==> src/rtl/clk_div_pkg.sv <==
// Shared encodings for the programmable clock-enable / divided-clock generator.
package clk_div_pkg;

  typedef enum logic {
    ST_IDLE = 1'b0,
    ST_RUN  = 1'b1
  } state_e;

  localparam logic MODE_TOGGLE = 1'b0;
  localparam logic MODE_PULSE  = 1'b1;

endpackage

==> src/rtl/clk_div_gen_if.sv <==
// Control/status bundle of clk_div_gen: run control, divisor reload handshake, divided outputs.
interface clk_div_gen_if #(
  parameter int WIDTH = 26
);
  logic             en;
  logic             mode;
  logic [WIDTH-1:0] div_in;
  logic             div_load;
  logic             div_ack;
  logic             pending;
  logic             tick;
  logic             clk_operating;
  logic [WIDTH-1:0] count;

  modport master (
    output en, mode, div_in, div_load,
    input  div_ack, pending, tick, clk_operating, count
  );

  modport slave (
    input  en, mode, div_in, div_load,
    output div_ack, pending, tick, clk_operating, count
  );
endinterface

==> src/rtl/clk_div_reload.sv <==
// Divisor reload staging: latest-wins pending register, pending flag and one-cycle ack.
// A load coincident with apply_i wins, so the freshly captured value stays pending.
module clk_div_reload #(
  parameter int WIDTH = 26
) (
  input  logic             clk,
  input  logic             rst,
  input  logic             div_load_i,
  input  logic [WIDTH-1:0] div_in_i,
  input  logic             apply_i,
  output logic [WIDTH-1:0] pend_val_o,
  output logic             pending_o,
  output logic             div_ack_o
);

  logic [WIDTH-1:0] pend_val_q;
  logic             pending_q;
  logic             ack_q;

  always_ff @(posedge clk) begin
    if (!rst) begin
      pend_val_q <= '0;
      pending_q  <= 1'b0;
      ack_q      <= 1'b0;
    end else begin
      ack_q <= div_load_i;
      if (div_load_i) begin
        pend_val_q <= div_in_i;
        pending_q  <= 1'b1;
      end else if (apply_i) begin
        pending_q  <= 1'b0;
      end
    end
  end

  assign pend_val_o = pend_val_q;
  assign pending_o  = pending_q;
  assign div_ack_o  = ack_q;

endmodule

==> src/rtl/clk_div_gen.sv <==
// Run-time programmable tick / divided-clock generator; all outputs registered.
// The divisor and mode only change at period boundaries (wrap) or while idle.
module clk_div_gen
  import clk_div_pkg::*;
#(
  parameter int WIDTH       = 26,
  parameter int DEFAULT_DIV = 50_000_000
) (
  input  logic          clk,
  input  logic          rst,
  clk_div_gen_if.slave  bus
);

  state_e           state_q;
  logic [WIDTH-1:0] div_q;
  logic [WIDTH-1:0] count_q;
  logic             mode_q;
  logic             tick_q;
  logic             clk_op_q;

  logic [WIDTH-1:0] deff;
  logic [WIDTH-1:0] pend_val;
  logic             pending;
  logic             wrap;
  logic             apply;

  // A zero divisor behaves as one.
  assign deff  = (div_q == '0) ? WIDTH'(1) : div_q;
  assign wrap  = (state_q == ST_RUN) && bus.en && (count_q == deff - WIDTH'(1));
  assign apply = pending && ((state_q == ST_IDLE) || !bus.en || wrap);

  clk_div_reload #(.WIDTH(WIDTH)) u_reload (
    .clk        (clk),
    .rst        (rst),
    .div_load_i (bus.div_load),
    .div_in_i   (bus.div_in),
    .apply_i    (apply),
    .pend_val_o (pend_val),
    .pending_o  (pending),
    .div_ack_o  (bus.div_ack)
  );

  always_ff @(posedge clk) begin
    if (!rst) begin
      state_q  <= ST_IDLE;
      div_q    <= WIDTH'(DEFAULT_DIV);
      count_q  <= '0;
      mode_q   <= MODE_TOGGLE;
      tick_q   <= 1'b0;
      clk_op_q <= 1'b0;
    end else begin
      if (apply) div_q <= pend_val;
      case (state_q)
        ST_IDLE: begin
          mode_q   <= bus.mode;
          count_q  <= '0;
          tick_q   <= 1'b0;
          clk_op_q <= 1'b0;
          if (bus.en) state_q <= ST_RUN;
        end
        default: begin
          if (!bus.en) begin
            state_q  <= ST_IDLE;
            count_q  <= '0;
            tick_q   <= 1'b0;
            clk_op_q <= 1'b0;
          end else if (wrap) begin
            count_q  <= '0;
            tick_q   <= 1'b1;
            mode_q   <= bus.mode;
            clk_op_q <= (bus.mode == MODE_PULSE) ? 1'b1 : ~clk_op_q;
          end else begin
            count_q  <= count_q + WIDTH'(1);
            tick_q   <= 1'b0;
            // Pulse mode mirrors tick; toggle mode holds its half-period.
            if (mode_q == MODE_PULSE) clk_op_q <= 1'b0;
          end
        end
      endcase
    end
  end

  assign bus.pending       = pending;
  assign bus.tick          = tick_q;
  assign bus.clk_operating = clk_op_q;
  assign bus.count         = count_q;

endmodule
==> src/flat_wrapper.sv <==
// flat-port wrapper written by rule: the top's interface ports become plain ports
module clk_div_gen_flat import clk_div_pkg::*;
#(
  parameter int WIDTH       = 26,
  parameter int DEFAULT_DIV = 50_000_000
)
  (clk, rst, bus_en, bus_mode, bus_div_in, bus_div_load, bus_div_ack, bus_pending, bus_tick, bus_clk_operating, bus_count);
  clk_div_gen_if #(.WIDTH(WIDTH)) bus_i ();
  input  logic clk;
  input  logic rst;
  input wire logic [$bits(bus_i.en)-1:0] bus_en;
  input wire logic [$bits(bus_i.mode)-1:0] bus_mode;
  input wire logic [$bits(bus_i.div_in)-1:0] bus_div_in;
  input wire logic [$bits(bus_i.div_load)-1:0] bus_div_load;
  output wire logic [$bits(bus_i.div_ack)-1:0] bus_div_ack;
  output wire logic [$bits(bus_i.pending)-1:0] bus_pending;
  output wire logic [$bits(bus_i.tick)-1:0] bus_tick;
  output wire logic [$bits(bus_i.clk_operating)-1:0] bus_clk_operating;
  output wire logic [$bits(bus_i.count)-1:0] bus_count;
  assign bus_i.en = bus_en;
  assign bus_i.mode = bus_mode;
  assign bus_i.div_in = bus_div_in;
  assign bus_i.div_load = bus_div_load;
  assign bus_div_ack = bus_i.div_ack;
  assign bus_pending = bus_i.pending;
  assign bus_tick = bus_i.tick;
  assign bus_clk_operating = bus_i.clk_operating;
  assign bus_count = bus_i.count;
  clk_div_gen #(.WIDTH(WIDTH), .DEFAULT_DIV(DEFAULT_DIV)) u_core (.clk(clk), .rst(rst), .bus(bus_i));
endmodule
==> config.mk <==
export PLATFORM = sky130hd
export DESIGN_NAME = clk_div_gen_flat
export DESIGN_NICKNAME = d
export VERILOG_FILES = /design/src/rtl/clk_div_pkg.sv /design/src/rtl/clk_div_gen_if.sv /design/src/rtl/clk_div_reload.sv /design/src/rtl/clk_div_gen.sv /design/src/flat_wrapper.sv
export SDC_FILE = /design/constraint.sdc
export NUM_CORES = 1
export LEC_CHECK = 0
export BUFFER_PORTS_ARGS = -buffer_cell sky130_fd_sc_hd__buf_4
export CAP_MARGIN = 40
export CORE_MARGIN = 2
export CORE_UTILIZATION = 62
export CTS_CLUSTER_DIAMETER = 150
export DETAILED_ROUTE_END_ITERATION = 10
export HOLD_SLACK_MARGIN = 0.1
export PLACE_DENSITY = 0.85
export SLEW_MARGIN = 40
export SYNTH_ARGS = -nofsm -noshare
export SYNTH_HDL_FRONTEND = slang
export SYNTH_SLANG_ARGS = --single-unit
==> constraint.sdc <==
create_clock -name clk -period 10.87 [get_ports clk]
set_input_delay 3.261 -clock clk [delete_from_list [all_inputs] [get_ports clk]]
set_output_delay 3.261 -clock clk [all_outputs]
set_load 0.02 [all_outputs]
==> flow_summary.yaml, run 1 <==
worst_setup_path:
  r2r-end: "u_core.div_q[18]$_SDFFE_PN0P_"
  cp-end-kind: "flop"
  reg2reg_from: "u_core.div_q[9]$_SDFFE_PN0P_"
  crit_path_end: "u_core.div_q[18]$_SDFFE_PN0P_"
  critical_path_class: "reg -> reg"
  critPathLaunch: "u_core.div_q[9]$_SDFFE_PN0P_"
  r2r_slack_ns: 5.89
  reg2regPathDepth: 14
  crit_path_max_fanout: 14
  worst_ep_arrival_time_ns: 5.26
  critPathLaunchType: "flop"
  cp.required_ns: 11.16
run_status:
  outcome: "completed"
placement:
  post-dp-hpwl_um: 7710
  post_dp_cell_area_um2: 5060
  gp_congestion: 0.910
  portBuffers: 60
synthesis:
  seq_area_frac_synth: 0.365
  synth.top_cells.by_area: "dfxtp_1 36%, mux2i_1 12%, nor2b_1 6.9%"
  syn_area_per_cell_um2: 8.93
  ys_seq_elements: 84
  synth_top_area_share: 0.365
  yosys_warnings: 0
  synth_ff_type: "dfxtp_1"
  synthArstFlopShare: 0
  synth.distinct_cells: 54
  synth_edf_count: 0
  synthesis.area_um2: 4610
  synthesis.nets: 549
  synth_top_area_cell: "dfxtp_1"
  syn_inst: 516
timing:
  fin_crit_sh: 0.458
  finalHoldViolCount: 0
  rsz0062_at_grt: "no"
  hold-worst-slack_ns: 0.475
  clock_skew_ns: 0.00924
  relSlewSlack: 0.478
  worst_slew_pin_slew_ns: 0.779
  fmax_mhz: 201
  slew_viol_final: 0
  tns_ns: 0
  final.min_clock_period_ns: 4.98
  setup_viol: 0
grt:
  grt_max_degree: 85
  track_usage: 0.269
  gr-total-overflow: 0
  grt_pass1_wl_um: 18000
  antenna_found_initial: 0
  first_global_vias: 3726
finish:
  num_antenna_cells: 0
  drive_gt1_frac: 0.161
  final_area_um2: 5290
  layout_common_cells: "84 x dfxtp_1, 64 x buf_4, 53 x mux2i_1"
  area_growth_pct: 14.8
  layout_commonest_cell: "dfxtp_1"
  fin_nets: 594
clock_network:
  clk_path_buf_depth: 2
  root_buffer: "clkbuf_8"
  cts_buffers: 9
  cts_resized: 0
  clkTransAtPathRegs_ns: 0.09
  postCtsSetupRepairBufs: 0
  h-tree-depth: 3
  hold_buffers: 0
  insertion_delay_ns: 0.36
  clock_sinks: 84
  cts_tree: "built"
worst_hold_path:
  min_path_type: "reg -> reg"
floorplan:
  dieArea_um2: 8140
  dieWidth_um: 90.2
  start_util: 0.639
  die_h_um: 90.2
  core_um2: 7210
  rows: 31
  io_pins: 61
detailed_routing:
  drc_errors: 0
  drtPass1Iterations: 6
  avgViaCountPerCell: 6.05
  wl_um: 10800
  drtIter0Drc: 400
  ant_nets: 0
  wire_per_inst_um: 16.2
  via_count: 4025
power:
  p_per_area_nw_per_um2: 124
  worst_ir_drop_vdd_mv: 0.0880
  total_power_w: 0.000658
  p_leak_nw: 2.06
flow_run:
  maxCapViolations: 0
[layer usage]
layer,GRT usage,up-vias,share of wire
li1,-,1920,-
met1,0.369,1864,0.44
met2,0.426,207,0.46
met3,0.0495,34,0.078
met4,0.0974,0,0.023
met5,0,-,0
[logic make-up (layout without fill, tap and decap cells)]
group | Yosys count | in the layout | synth area share
AOI/OAI and AO/OA | 42 | 42 | 0.0738
and+or+nand+nor | 248 | 248 | 0.302
buffers and inverters | 36 | 86 | 0.0407
adders and majority gates | 2 | 2 | 0.00543
DFF | 84 | 84 | 0.365
xor gates and xnor gates | 50 | 50 | 0.0950
muxes | 54 | 54 | 0.118
[sequential cells by signal (all words and copies together), names as in the netlist]
name / cells
u_core.u_reload.div_ack_o: 1
u_core.bus.count: 26
u_core.mode_q: 1
u_core.div_q: 26
u_core.u_reload.pending_o: 1
u_core.u_reload.pend_val_o: 26
u_core.bus.clk_operating: 1
u_core.bus.tick: 1
u_core.state_q: 1
[area by class of cell]
cell class,count,area (µm²)
clock buffer,10,128
clock inverter,6,93.8
fill,563,1920
inverter,6,22.5
multi-input combinational,396,2760
sequential,84,1680
tap,99,124
timing repair buffer,64,480
[metrics by stage]
step | util | setup slack (ns) | instances
final | 0.733 | 5.89 | 665
after global routing | 0.733 | 5.58 | 665
after CTS | 0.732 | 5.97 | 665
after global placement | 0.698 | 5.81 | 646
after floorplan | - | 6.36 | 516
after detailed placement | 0.702 | 6.03 | 649
[worst min-delay path by stage]
stage	to	from	cells past startpoint	slack (ns)
CTS	u_core.div_q[4]$_SDFFE_PN0P_	u_core.u_reload.pend_val_o[4]$_SDFFE_PN0P_	2	0.47
finish	u_core.div_q[4]$_SDFFE_PN0P_	u_core.u_reload.pend_val_o[4]$_SDFFE_PN0P_	2	0.47
floorplan	u_core.div_q[1]$_SDFFE_PN0P_	u_core.u_reload.pend_val_o[1]$_SDFFE_PN0P_	2	0.44
detailed placement	u_core.div_q[4]$_SDFFE_PN0P_	u_core.u_reload.pend_val_o[4]$_SDFFE_PN0P_	2	0.46
global route	u_core.div_q[0]$_SDFFE_PN0P_	u_core.u_reload.pend_val_o[0]$_SDFFE_PN0P_	2	0.49
global placement	u_core.div_q[24]$_SDFFE_PN0P_	u_core.u_reload.pend_val_o[24]$_SDFFE_PN0P_	2	0.45
[power by group]
part / switching [W] / internal (W) / leakage, nW
sequential: 0.0000132 / 0.000319 / 0.686
combinational: 0.0000364 / 0.0000355 / 1.26
clock: 0.000121 / 0.000132 / 0.107
total: 0.000171 / 0.000486 / 2.06
[critical path: stages, from the launching register on]
cell and delay, ns:
dfxtp_1 0.39, nor4_2 0.64, and4_1 0.38, and3_1 0.29, nor2_1 0.07, ha_1 0.22
nor4b_2 0.21, and2_1 0.25, xnor2_1 0.14, a221o_1 0.37, o2bb2ai_1 0.12, or4b_1 0.60
o41ai_4 0.59, buf_4 0.38, mux2i_1 0.24
[cells in the mapped netlist (2+ instances only)]
library cell	n
buf_2	4
mux2i_1	53
nor3_1	39
o21ai_0	5
or4_1	5
and4_1	3
nand3_1	15
nand4_1	11
a21oi_1	4
a2111oi_0	3
nor4_1	7
nor2_1	20
and3_1	16
inv_1	6
dfxtp_1	84
nand2_1	48
nand3b_1	6
ha_1	2
nand4b_1	3
nand2b_1	4
buf_12	2
buf_6	2
a211o_1	5
clkbuf_1	22
a211oi_1	2
nor2b_1	51
o31ai_1	3
a31o_2	2
or3_1	6
and2_1	5
a21boi_0	2
a31oi_1	6
xnor2_1	27
xor2_1	23
Power figures use the tool's default switching activity.
==> run 2, diff against run 1 <==
--- a/config.mk
+++ b/config.mk
@@ -8,11 +8,11 @@
 export BUFFER_PORTS_ARGS = -buffer_cell sky130_fd_sc_hd__buf_4
 export CAP_MARGIN = 40
 export CORE_MARGIN = 2
-export CORE_UTILIZATION = 62
+export CORE_UTILIZATION = 58
 export CTS_CLUSTER_DIAMETER = 150
 export DETAILED_ROUTE_END_ITERATION = 10
 export HOLD_SLACK_MARGIN = 0.1
-export PLACE_DENSITY = 0.85
+export PLACE_DENSITY = 0.8
 export SLEW_MARGIN = 40
 export SYNTH_ARGS = -nofsm -noshare
 export SYNTH_HDL_FRONTEND = slang
==> constraint.sdc (replaced) <==
create_clock -name clk -period 5.2 [get_ports clk]
set_input_delay 1.56 -clock clk [delete_from_list [all_inputs] [get_ports clk]]
set_output_delay 1.56 -clock clk [all_outputs]
set_load 0.02 [all_outputs]
==> run 2 against run 1 <==
  * Cell count increased by 0.30%
  * Die area increased by 6.6%
  * Count of clock-buffer cells in the layout decreased by 1
  * Critical path depth increased by 1
  * Fmax increased by 7.5%
  * Clock skew about the same
  * Highest routed layer unchanged
==> flow_summary.yaml, run 2 (synthesis gave the netlist of run 1 again) <==
clock_network:
  clock_sinks: 84
  postCtsSetupRepairBufs: 0
  cts_resized: 0
  clk_path_buf_depth: 2
  insertion_delay_ns: 0.37
  root_buffer: "clkbuf_8"
  cts_buffers: 9
  hold_buffers: 0
  cts_tree: "built"
  h-tree-depth: 3
  clkTransAtPathRegs_ns: 0.09
detailed_routing:
  drc_errors: 0
  wl_um: 10700
  drtPass1Iterations: 5
  avgViaCountPerCell: 5.82
  drtIter0Drc: 271
  wire_per_inst_um: 16.1
  ant_nets: 0
  via_count: 3881
grt:
  grt_pass1_wl_um: 17700
  grt_max_degree: 85
  antenna_found_initial: 0
  track_usage: 0.259
  gr-total-overflow: 0
  first_global_vias: 3671
finish:
  area_growth_pct: 14.2
  fin_nets: 593
  layout_commonest_cell: "dfxtp_1"
  num_antenna_cells: 0
  layout_common_cells: "84 x dfxtp_1, 63 x buf_4, 53 x mux2i_1"
  drive_gt1_frac: 0.159
  nFillCells: 633
worst_setup_path:
  crit_top_cell: "buf_4"
  critPathLaunchType: "flop"
  critPathLaunch: "u_core.div_q[13]$_SDFFE_PN1P_"
  critical_path_class: "reg -> reg"
  worst_path_max_delay_cell: "nor4b_2"
  cp.required_ns: 5.49
  cp-end-kind: "flop"
  crit_buf_inv: 2
  critical_path.cell_chain: "nor4_1 > buf_4 > and4_1 > and3_1 > nor2_1 > ha_1 > nor4b_2 > and2_1 > xnor2_1 > a221o_1 > o2bb2ai_1 > or4b_1 > o41ai_4 > buf_4 > mux2i_1"
  reg2reg_from: "u_core.div_q[13]$_SDFFE_PN1P_"
  cpPeakStageDelay_ns: 0.61
  worst_ep_arrival_time_ns: 4.92
  crit_path_max_fanout: 26
  crit_family: "simple AND/OR/NAND/NOR gates"
placement:
  pre_cts_ws_ns: 0.695
  portBuffers: 60
  gp_congestion: 0.916
  post-dp-hpwl_um: 7810
timing:
  rsz0062_at_grt: "no"
  clock_skew_ns: 0.00941
  fin_crit_sh: 0.890
  tns_ns: 0
  setup_viol: 0
  slew_viol_final: 0
  worst_slew_pin_slew_ns: 0.842
  final.min_clock_period_ns: 4.63
  relSlewSlack: 0.436
  fin_ws_ns: 0.571
  fmax_mhz: 216
  finalHoldViolCount: 0
floorplan:
  start_util: 0.597
  dieArea_um2: 8680
  io_pins: 61
  dieWidth_um: 93.1
  rows: 32
  core_um2: 7730
  die_h_um: 93.1
power:
  pwr-share-clk: 0.368
  p_switching_w: 0.000365
  p_per_area_nw_per_um2: 254
  intPower_w: 0.000972
  total_power_w: 0.00134
  worst_ir_drop_vdd_mv: 0.217
  p_leak_nw: 2.05
  seqPwrFrac: 0.521
  switching_share: 0.273
  pwr-share-comb: 0.111
flow_run:
  maxCapViolations: 0
run_status:
  outcome: "completed"
worst_hold_path:
  min_path_type: "reg -> reg"
  hold_path_startpoint: "u_core.u_reload.pend_val_o[0]$_SDFFE_PN0P_"
-- run 2: cell types whose count changed in the layout (fill, tap and decap cells not counted), sizes merged --
cell | previous run | this run
inv | 8 | 10
buf | 64 | 63
bufinv | 2 | 1
clkbuf | 10 | 9
clkinv | 1 | 2
clkinvlp | 1 | 0
-- run 2: final timing paths --
path / end / slack, ns / cells past startpoint
setup reg to reg: u_core.div_q[24]$_SDFFE_PN0P_ / 0.57 / 15
hold / removal: u_core.div_q[0]$_SDFFE_PN0P_ / 0.47 / 2
hold reg to reg: u_core.div_q[0]$_SDFFE_PN0P_ / 0.47 / 2
setup / recovery: u_core.div_q[24]$_SDFFE_PN0P_ / 0.57 / 15
-- run 2: layout make-up --
type | count | area [µm²] | area share
tap | 102 | 128 | 0.0242
timing repair buffer | 63 | 473 | 0.0899
inverter | 6 | 22.5 | 0.00428
clock buffer | 9 | 124 | 0.0235
sequential | 84 | 1680 | 0.319
clock inverter | 7 | 81.3 | 0.0155
multi-input combinational | 396 | 2750 | 0.523
-- run 2: power groups by stage --
stage	combinational, W	clock (W)	sequential (W)
2_1_floorplan	0.000119	0	0.000698
3_3_place_gp	0.000144	0	0.000708
3_5_place_dp	0.000147	0	0.000710
4_1_cts	0.000148	0.000504	0.000695
5_1_grt	0.000164	0.000530	0.000700
6_report	0.000148	0.000492	0.000696
-- run 2: layer usage --
metal | GRT usage | up-vias | wire length [µm]
met1 | 0.348 | 1823 | 5060
met4 | 0.105 | 0 | 298
li1 | - | 1918 | -
met2 | 0.406 | 112 | 4850
met5 | 0 | - | 0
met3 | 0.0556 | 28 | 508
-- run 2: per-stage QoR --
stage / hold WS (ns) / util / cell area [µm²] / instances
final: 0.470 / 0.681 / 5260 / 667
after global routing: 0.487 / 0.681 / 5260 / 667
after CTS: 0.473 / 0.681 / 5260 / 667
after detailed placement: 0.459 / 0.655 / 5060 / 651
after global placement: 0.452 / 0.654 / 5060 / 651
after floorplan: 0.437 / - / 4610 / 516
-- run 2: tightest hold or removal path, cell delays in order (launching register included) --
cell and delay (ns):
dfxtp_1 0.32, nand2_1 0.05, mux2i_1 0.06
